[config.mk]
export PLATFORM = sky130hd
export DESIGN_NAME = sd_block_rx
export DESIGN_NICKNAME = d
export VERILOG_FILES = /design/src/rtl/sd_pkg.sv /design/src/rtl/sd_crc16.sv /design/src/rtl/sd_block_rx.sv
export SDC_FILE = /design/constraint.sdc
export NUM_CORES = 1
export LEC_CHECK = 0
export ABC_AREA = 1
export CORE_ASPECT_RATIO = 1.1
export CORE_UTILIZATION = 58
export DETAILED_ROUTE_END_ITERATION = 10
export PLACE_DENSITY = 0.78
export SLEW_MARGIN = 20
export SYNTH_ARGS = -nofsm -noshare
export SYNTH_HDL_FRONTEND = slang
export SYNTH_SLANG_ARGS = --single-unit
[constraint.sdc]
create_clock -name clk -period 2.2 [get_ports clk]
set_clock_uncertainty 0.1 [all_clocks]
set_input_delay 0.22 -clock clk [delete_from_list [all_inputs] [get_ports clk]]
set_output_delay 0.22 -clock clk [all_outputs]
set_load 0.03 [all_outputs]
[src/rtl/sd_pkg.sv]
// Shared constants, status codes and state enum for the SD SPI data path.
// Imported by sd_crc16 and sd_block_rx.
package sd_pkg;

  localparam logic [7:0]  START_TOKEN = 8'hFE;
  localparam logic [7:0]  IDLE_BYTE   = 8'hFF;
  localparam logic [15:0] CRC_POLY    = 16'h1021;

  localparam logic [1:0] ST_OK      = 2'd0;
  localparam logic [1:0] ST_CRC     = 2'd1;
  localparam logic [1:0] ST_TOKEN   = 2'd2;
  localparam logic [1:0] ST_TIMEOUT = 2'd3;

  typedef enum logic [2:0] {
    S_IDLE,
    S_WAIT,
    S_DATA,
    S_CRC,
    S_FINISH
  } state_t;

endpackage

[src/rtl/sd_crc16.sv]
// Bit-serial CRC16-CCITT (init 0, MSB first, no reflection, no final xor).
// Ports: clk, rst (sync high), clear, en, din (data bit), crc (16-bit result).
module sd_crc16
  import sd_pkg::*;
(
  input  logic        clk,
  input  logic        rst,
  input  logic        clear,
  input  logic        en,
  input  logic        din,
  output logic [15:0] crc
);

  logic fb;

  assign fb = din ^ crc[15];

  always_ff @(posedge clk) begin
    if (rst || clear) begin
      crc <= '0;
    end else if (en) begin
      crc <= {crc[14:0], 1'b0} ^ (fb ? CRC_POLY : 16'h0000);
    end
  end

endmodule

[src/rtl/sd_block_rx.sv]
// SD SPI-mode block receiver: token hunt, MSB-first deserialiser, CRC16 check.
// Ports: clk, rst, sample_en, miso, start -> busy, rd_data/rd_valid/rd_addr,
//        done pulse, status (held), err_token (held).
module sd_block_rx
  import sd_pkg::*;
#(
  parameter int BLOCK_BYTES   = 512,
  parameter int TOKEN_TIMEOUT = 4096,
  parameter int ADDR_W        = 9
) (
  input  logic              clk,
  input  logic              rst,
  input  logic              sample_en,
  input  logic              miso,
  input  logic              start,
  output logic              busy,
  output logic [7:0]        rd_data,
  output logic              rd_valid,
  output logic [ADDR_W-1:0] rd_addr,
  output logic              done,
  output logic [1:0]        status,
  output logic [3:0]        err_token
);

  localparam int TW = $clog2(TOKEN_TIMEOUT + 1);
  localparam logic [ADDR_W-1:0] LAST = ADDR_W'(BLOCK_BYTES - 1);
  localparam logic [TW-1:0] TMAX = TW'(TOKEN_TIMEOUT);

  state_t            state;
  logic [6:0]        sh;
  logic [2:0]        bcnt;
  logic [ADDR_W-1:0] idx;
  logic [TW-1:0]     tcnt;
  logic [14:0]       crc_sh;
  logic [3:0]        ccnt;
  logic [15:0]       crc;

  logic              take;
  logic              accept;
  logic              last_bit;
  logic [7:0]        byte_nxt;
  logic [15:0]       crc_nxt;

  // Samples only count while a transfer is actually receiving.
  assign take = sample_en &&
                (state == S_WAIT ||
                 state == S_DATA ||
                 state == S_CRC);

  assign accept   = (state == S_IDLE) && start;
  assign last_bit = (bcnt == 3'd7);
  assign byte_nxt = {sh, miso};
  assign crc_nxt  = {crc_sh, miso};

  sd_crc16 u_crc (
    .clk   (clk),
    .rst   (rst),
    .clear (accept),
    .en    (take && state == S_DATA),
    .din   (miso),
    .crc   (crc)
  );

  always_ff @(posedge clk) begin
    if (rst) begin
      state     <= S_IDLE;
      sh        <= '0;
      bcnt      <= '0;
      idx       <= '0;
      tcnt      <= '0;
      crc_sh    <= '0;
      ccnt      <= '0;
      busy      <= 1'b0;
      rd_data   <= '0;
      rd_valid  <= 1'b0;
      rd_addr   <= '0;
      done      <= 1'b0;
      status    <= ST_OK;
      err_token <= '0;
    end else begin
      rd_valid <= 1'b0;
      done     <= 1'b0;
      if (take) begin
        sh   <= byte_nxt[6:0];
        bcnt <= bcnt + 3'd1;
      end
      unique case (state)
        S_IDLE: begin
          if (start) begin
            state     <= S_WAIT;
            busy      <= 1'b1;
            status    <= ST_OK;
            err_token <= '0;
            bcnt      <= '0;
            idx       <= '0;
            tcnt      <= '0;
            ccnt      <= '0;
          end
        end
        S_WAIT: begin
          if (take && last_bit) begin
            if (byte_nxt == START_TOKEN) begin
              state <= S_DATA;
            end else if (byte_nxt[7:4] == 4'h0) begin
              status    <= ST_TOKEN;
              err_token <= byte_nxt[3:0];
              done      <= 1'b1;
              state     <= S_FINISH;
            end else begin
              // Saturating: the limit ends the wait before any wrap.
              if (tcnt != TMAX) begin
                tcnt <= tcnt + TW'(1);
              end
              if (tcnt + TW'(1) == TMAX) begin
                status <= ST_TIMEOUT;
                done   <= 1'b1;
                state  <= S_FINISH;
              end
            end
          end
        end
        S_DATA: begin
          if (take && last_bit) begin
            rd_valid <= 1'b1;
            rd_data  <= byte_nxt;
            rd_addr  <= idx;
            if (idx == LAST) begin
              idx   <= '0;
              state <= S_CRC;
            end else begin
              idx <= idx + ADDR_W'(1);
            end
          end
        end
        S_CRC: begin
          if (take) begin
            crc_sh <= crc_nxt[14:0];
            ccnt   <= ccnt + 4'd1;
            if (ccnt == 4'd15) begin
              status <= (crc_nxt == crc) ? ST_OK : ST_CRC;
              done   <= 1'b1;
              state  <= S_FINISH;
            end
          end
        end
        S_FINISH: begin
          busy  <= 1'b0;
          state <= S_IDLE;
        end
        default: state <= S_IDLE;
      endcase
    end
  end

endmodule

==> results of run 1 <==
-- path summary, 6_finish.rpt --
check                                   to  slack, ns  depth (start not counted)
worst min register to register  rd_addr[0]       0.37                          2
worst min-delay path            rd_addr[0]       0.37                          2
worst max-delay path              state[0]       0.16                         12
worst max register to register    state[0]       0.16                         12
-- state kept, by name (all words and copies together), names as in the netlist, 2 cells and up --
name / flops
u_crc.crc: 16
crc_sh: 15
tcnt: 13
idx: 9
rd_addr: 9
rd_data: 8
sh: 7
ccnt: 4
err_token: 4
bcnt: 3
state: 3
status: 2
-- layout make-up --
type	count	share of cell area [%]
tap	87	2.150
sequential	96	38.01
timing repair buffer	48	8.601
inverter	55	4.078
clock buffer	10	2.719
clock inverter	6	1.236
multi-input combinational	430	43.20
-- where the power goes --
group / leakage, nW / internal (mW) / switching, mW
clock: 0.102 / 0.472 / 0.672
sequential: 0.779 / 1.97 / 0.186
combinational: 1.00 / 0.681 / 1.27
-- worst max-delay path: stages (launching register included) --
cell and delay, ns:
dfxtp_2 0.38, ha_2 0.23, nand3_1 0.15, nor2_1 0.17
nand2_1 0.09, xor2_1 0.20, nor2_1 0.07, nand2_1 0.12
nand3_2 0.10, nand2_1 0.14, nand2_1 0.08, nand2_1 0.06
nor2_1 0.04
-- stage by stage --
step | util, % | hold slack [ns] | power (mW) | worst slack [ns] | cells
2_1_floorplan | - | 0.2833 | 3.585 | 0.4085 | 605
3_3_place_gp | 64.98 | 0.3507 | 4.018 | 0.1414 | 713
3_5_place_dp | 64.98 | 0.3542 | 4.071 | 0.03143 | 713
4_1_cts | 67.68 | 0.3719 | 5.203 | 0.07968 | 729
5_1_grt | 68.11 | 0.3908 | 5.567 | -0.01662 | 732
6_report | 68.11 | 0.3680 | 5.244 | 0.1611 | 732
-- cells in the final DEF (no fill, tap or decap), types with 6 or more instances in the layout --
cell type and instances:
nand4_1 7, a21oi_1 80, ha_1 7, xor2_1 6
clkbuf_8 10, buf_4 18, nor3_1 14, dfxtp_1 94
nand3_1 42, inv_1 50, nor2_1 72, xnor2_1 10
clkdlybuf4s50_1 30, o21ai_0 47, nand2_1 106
-- kinds of logic (layout without fill, tap and decap cells) --
logic type / Yosys count / count (layout) / synth area share, %
flip-flops: 96 / 96 / 43.40
XOR/XNOR: 16 / 16 / 3.165
AO/OA/AOI/OAI: 136 / 136 / 16.33
buffers and inverters: 79 / 119 / 7.375
AND/OR/NAND/NOR: 270 / 270 / 27.47
adder cells (fa/ha/maj): 8 / 8 / 2.261
-- routing by layer --
layer	wire (um)	global-route usage (%)	part of all wire, %
met4	279	13.75	2.8
met3	362	3.619	3.6
met5	0	0	0
met2	4902	44.29	48
met1	4565	33.04	45
-- repair_timing --
| action | in CTS | in global routing |
|---|---|---|
| hold endpoints to repair | 0 | 0 |
| hold buffers | 0 | 0 |
| resized for setup | 0 | 5 |
| setup buffers | 0 | 3 |
| setup endpoints to repair | 0 | 6 |
==> impl_summary.md, run 1 <==
Logic synthesis
The mean instance size in the synthesized netlist is approximately 7.3 sq um. The synthesized design contains 0 enable-type register cells. Yosys instantiated no cell more often than nand2_1. The biggest area contributor in the post-synthesis netlist is dfxtp_1. For this run, the number of Yosys warnings is 0. The synthesized netlist cell count is around 610. For this run, the leading register cell type out of synthesis is dfxtp_1. The number of distinct library cell variants in the gate-level netlist after synthesis is 37. The number of flip-flops and latches in the synthesized netlist is 96.

The portion of the post-synthesis area used by sequential elements is 43.40%. By count the netlist is led by nand2_1, dfxtp_1, a21oi_1. Of all flip-flops after synthesis, the portion carrying an async set or reset was 0%. The portion of synthesized cell area occupied by the leading cell type is 43.40%. After synthesis the cells add up to around 4400 sq um. By area the synthesized netlist is led by dfxtp_1, a21oi_1, nand2_1. The number of nets produced by synthesis is roughly 620.

Cells and area
The filler cells instantiated in the layout total 640. In the final layout, flip-flops and latches occupy ~1900 sq um. The number of antenna diodes in the final layout is 0. Once layout is done, the placed cells without fillers occupy slightly above 5000 sq um. The fraction of layout cells with a size suffix above 1 is between 10% and 20%. The net count of the finished layout is around 650. The combined area of the multi-input logic cells is between 2000 and 2500 sq um. From synthesis to final layout, the design area changed by 14.33%.

Setup path
The type of destination of the critical path is a flop. At the worst endpoint, the required time is around 2.4 ns. STA classifies the critical path startpoint as a flop.

The worst setup path startpoint is tcnt[0]. In this run the worst path has a maximum fanout of 5. STA puts the critical path data arrival time at approximately 2.2 ns. The path type of the worst setup path is flop to flop. The launch point of the worst reg-to-reg path is tcnt[0].

Global route
The number of antenna violations at the first check in global routing is 0. Entering global routing, the biggest net connects 44 pins. Global routing used 26.37% of the available tracks across all layers.

The first global-routing pass estimated approximately 17000 um of wire. The total overflow left after global routing is 0. The via count of the first global-routing pass is 3722.

Pwr
For this design the static power due to leakage is 1.882 nW. The ratio of total power to cell area is around 1000 nW/um^2. The worst voltage drop across the vdd grid is slightly above 500 uV.

Clock tree
The clock drives 96 sinks. After clock tree synthesis, the clock-pin slew on the worst setup and hold paths is approximately 0.10 ns. The number of clock buffers inserted by TritonCTS is 9. The clock latency at the later pin of the worst-skew pair is 0.37 ns. TritonCTS built the clock tree. The clock passes through at most 2 buffers. In this run the clock root is driven by a clkbuf_8.

The H-tree level count is 3.

Timing
Headroom to the max-slew limit came out at between 60% and 70%. Setup violations remaining at the end of the flow were counted as 0. Derived from the worst setup path, the maximum achievable clock frequency is approximately 490 MHz.

The summed negative setup slack over all endpoints is 0 ns. The routed design could run at a clock period as short as approximately 2.0 ns. The transition time of the tightest slew-check pin is roughly 0.56 ns.

The total count of hold-check failures in the final report is 0. The max-slew violation total from the final report is 0. Of the available clock period, the critical path in the final layout requires 92.68%.

Place
Once placement finished, the instance area stood at about 4800 sq um. Port buffering added 30 buffers. The congestion estimate from routability-driven global placement came to between 0.8 and 0.9. The HPWL after detailed placement is around 7100 um.

Floorplan
The placeable core region is ~7400 sq um. The vertical die dimension is 93.64 um. The floorplan has 33 rows.

The die covers roughly 8000 sq um. Pin placement for this block handled 31 I/O pins. For this configuration, the core starts out at a cell density of 59.58%.

The die extent in x is 85.31 um.

Run
The max-capacitance violation count is 0.

Detailed routing
The count of nets left with antenna violations after detail routing is 0. The number of detailed-routing iterations run before antenna repair is 4. The final routed wire length divided by cell count is about 14 um. After detailed routing, the number of vias per cell comes to between 5 and 6. The remaining routing DRC violations is 0. For this block, the initial DRC count from the detailed router was 240.

The wire length reported by the detailed router is 10110 um. The total via count after detailed routing is approximately 4000.

Hold path
In this run the worst hold path is classified as flop to flop. The worst hold path begins at rd_addr[0].

Status
The run finished with clean final reports.
(Power assumes the default switching activity.)
==> run 2: changes to the inputs <==
==> constraint.sdc (replaced) <==
create_clock -name clk -period 2.2 [get_ports clk]
set_clock_uncertainty 0.1 [all_clocks]
set_input_delay 0.44 -clock clk [delete_from_list [all_inputs] [get_ports clk]]
set_output_delay 0.44 -clock clk [all_outputs]
set_load 0.03 [all_outputs]
==> impl_summary.md, run 2 (same netlist as run 1, synthesis figures left out) <==
Status
The flow ran to the end, and the final reports show no timing, DRC or antenna violations.

Floorplan
The placeable core region came to 7432 sq um (unchanged). The initial core utilization is 59.58% (unchanged). The count of boundary I/O pins was 31 (unchanged). The vertical die dimension was 93.64 um (unchanged).

The area of the die is 7988 sq um (unchanged). The die extent in x is 85.31 um (unchanged). The number of standard-cell rows in the floorplan is 33 (unchanged).

Detailed routing
The first-iteration detailed-routing DRC count came to 202 (-16%). The total via count after detailed routing is 4068 (+2.6%). The routed via count divided by cell count came to 5.527 (+2.1%). The remaining routing DRC violations was 0 (unchanged).

The number of detailed-routing iterations run before antenna repair came to 5 (+1). The count of nets left with antenna violations after detail routing was 0 (unchanged). The wire length reported by the detailed router is 10350 um (+2.4%). The final routed wire length divided by cell count came to 14.07 um (+1.8%).

Cells and area
The fill cell instance count of the final layout is 626 (-2.2%). Ranked by flip-flop count, first place goes to u_crc.crc. The diode insertion count for antenna repair is 0 (unchanged). The number of nets in the final layout is 657 (+0.61%). The fraction of the core area covered by cells at the end of the flow came to 68.52% (+0.40 points). In the layout the commonest cells are nand2_1, dfxtp_1, a21oi_1, nor2_1, inv_1.

The fraction of layout cells with a size suffix above 1 is 10.94% (+0.40 points). The area of all placed cells without fillers came to 5092 sq um (+0.59%). The area growth from synthesis to layout is 15.00%.

The combined area of the multi-input logic cells was 2185 sq um (-0.11%). The number of flip-flops under the largest register name was 16 (unchanged). The area taken by flip-flops and latches was 1926 sq um (about the same). The count of non-filler cells in the finished layout is 736 (+0.55%). The library cell used most frequently in the layout, excluding fill and tap cells, is nand2_1. In the final layout, the registers with the most flip-flops are u_crc.crc (16), crc_sh (15), tcnt (13).

Clock tree
The clock latency at the later pin of the worst-skew pair is 0.36 ns (about the same). The number of setup buffers added after CTS was 0 (unchanged). The number of clock buffers inserted by TritonCTS is 9 (unchanged). The number of buffers on the longest clock path came to 2 (unchanged). The clock transition at the register clock pins on the worst setup and hold paths after CTS is 0.10 ns (about the same). TritonCTS built the clock tree.

The H-tree level count is 3 (unchanged). The CTS sink count is 96 (unchanged). The root buffer cell chosen for the clock tree is clkbuf_8.

Setup path
The most frequent cell on the critical path is inv_2. Traced cell by cell, the critical path runs through inv_2, nand2_2, nor2_4, inv_2, nand2_1, nand3_2, a21oi_4, buf_4, nand3_1, a21oi_1. The critical path in this run is classified as flop to flop. The slowest stage cell on the critical path is dfxtp_1. The startpoint type of the worst setup path is a flop.

The worst path arrival time came to 2.24 ns (+0.04 ns). The maximum fanout encountered on the critical timing path is 12 (+7). The worst path required time is 2.39 ns (+0.02 ns). The delay of the slowest cell on the worst path is 0.41 ns (+0.03 ns).

The worst setup path is captured at a flop.

Place
The HPWL after detailed placement is 7241 um (+2.6%). The total placed instance area is 4882 sq um (+1.1%). The total of buffers placed on input and output ports is 30 (unchanged). The placed cell count came to 720 (+0.98%).

The worst setup slack after placement is -0.1182 ns (-0.1497 ns). The global placer's final weighted congestion is 0.8444 (-1.7%).

Global route
The total congestion overflow after global routing is 0 (unchanged). The number of antenna violations at the first check in global routing is 0 (unchanged). The via count of the first global-routing pass is 3770 (+1.3%).

The total routing resource utilization after global routing was 26.98% (+0.61 points). The global-route wire length before repair came to 17030 um (+1.7%). The largest net degree at the start of global routing is 44 (unchanged).

Timing
The summed negative setup slack over all endpoints came to 0 ns (unchanged). The total count of hold-check failures in the final report was 0 (unchanged). The worst hold-check slack came to 0.3654 ns (-0.002551 ns). The max-slew violation total from the final report is 0 (unchanged). The worst max-slew margin expressed relative to the limit is 67.65% (+5.1 points). The top achievable clock speed is 486.2 MHz (-0.87%). The final worst setup slack is 0.1432 ns (-0.01793 ns).

The part of the cycle the worst path needs is 93.49% (+0.81 points). Setup repair after global routing left no endpoint under its margin. The final setup violation count came to 0 (unchanged). The transition time of the tightest slew-check pin is 0.4852 ns (-0.07069 ns). The final critical delay including setup and external delays is 2.057 ns (+0.01793 ns).

Pwr
The static leakage power came to 1.894 nW (+0.62%). The ratio of total power to cell area is 1041 nW/um^2 (+0.48%). The total power consumption of the routed design is 5.300 mW (+1.1%). The worst voltage drop across the vdd grid is 520.9 uV (+2.9%).

Hold path
The classification of the worst-slack hold path is flop to flop.

Run
The max-capacitance violation count is 0 (unchanged).
## run 2: cell count changes in the layout (fill, tap and decap cells not counted), sizes merged
cell	change
clkinvlp	+2
clkinv	-3
buf	+4
bufinv	+1
## run 2: cell type report
type,instances,share of cell area [%]
multi-input combinational,430,42.90
sequential,96,37.81
timing repair buffer,52,9.140
inverter,55,4.054
clock buffer,10,2.506
tap,87,2.138
clock inverter,6,1.450
## run 2: timing repair
action / 4_1_cts / 5_1_grt
resized for setup: 0 / 5
hold buffers: 0 / 0
endpoints found under the setup margin: 0 / 6
## run 2: critical path: cells and delay by family, from the launching register on
family,cells,cell delay [ns]
flip-flops,1,0.41
AO/OA/AOI/OAI,2,0.31
buffers and inverters,3,0.45
AND/OR/NAND/NOR,5,0.70
## run 2: worst paths after layout
| check | slack, ns | endpoint | from | cells past startpoint |
|---|---|---|---|---|
| worst max register to register | 0.14 | tcnt[5] | state[2] | 10 |
| worst min register to register | 0.37 | status[1] | status[1] | 2 |
| worst min-delay path | 0.37 | status[1] | status[1] | 2 |
| worst max-delay path | 0.14 | tcnt[5] | state[2] | 10 |
## run 2: power breakdown
| part | switching [mW] | leakage (nW) | total (mW) | internal [mW] |
|---|---|---|---|---|
| clock | 0.654 | 0.0954 | 1.20 | 0.543 |
| combinational | 1.25 | 1.02 | 1.95 | 0.693 |
| sequential | 0.190 | 0.779 | 2.16 | 1.97 |
## run 2: metal layers
| metal | share of wire (%) | vias to the layer above | GRT usage (%) | wire length [um] |
|---|---|---|---|---|
| li1 | - | 2057 | - | - |
| met1 | 44 | 1905 | 32.91 | 4533 |
| met2 | 51 | 88 | 47.65 | 5312 |
| met3 | 3.0 | 18 | 4.325 | 313 |
| met4 | 1.9 | 0 | 10.42 | 192 |
| met5 | 0 | - | 0 | 0 |
==> run 3: changes to the inputs <==
--- a/config.mk
+++ b/config.mk
@@ -6,6 +6,7 @@
 export NUM_CORES = 1
 export LEC_CHECK = 0
 export ABC_AREA = 1
+export CAP_MARGIN = 10
 export CORE_ASPECT_RATIO = 1.1
 export CORE_UTILIZATION = 58
 export DETAILED_ROUTE_END_ITERATION = 10
==> results of run 3 <==
Final layout, timing and power as in run 2 (identical DEF).
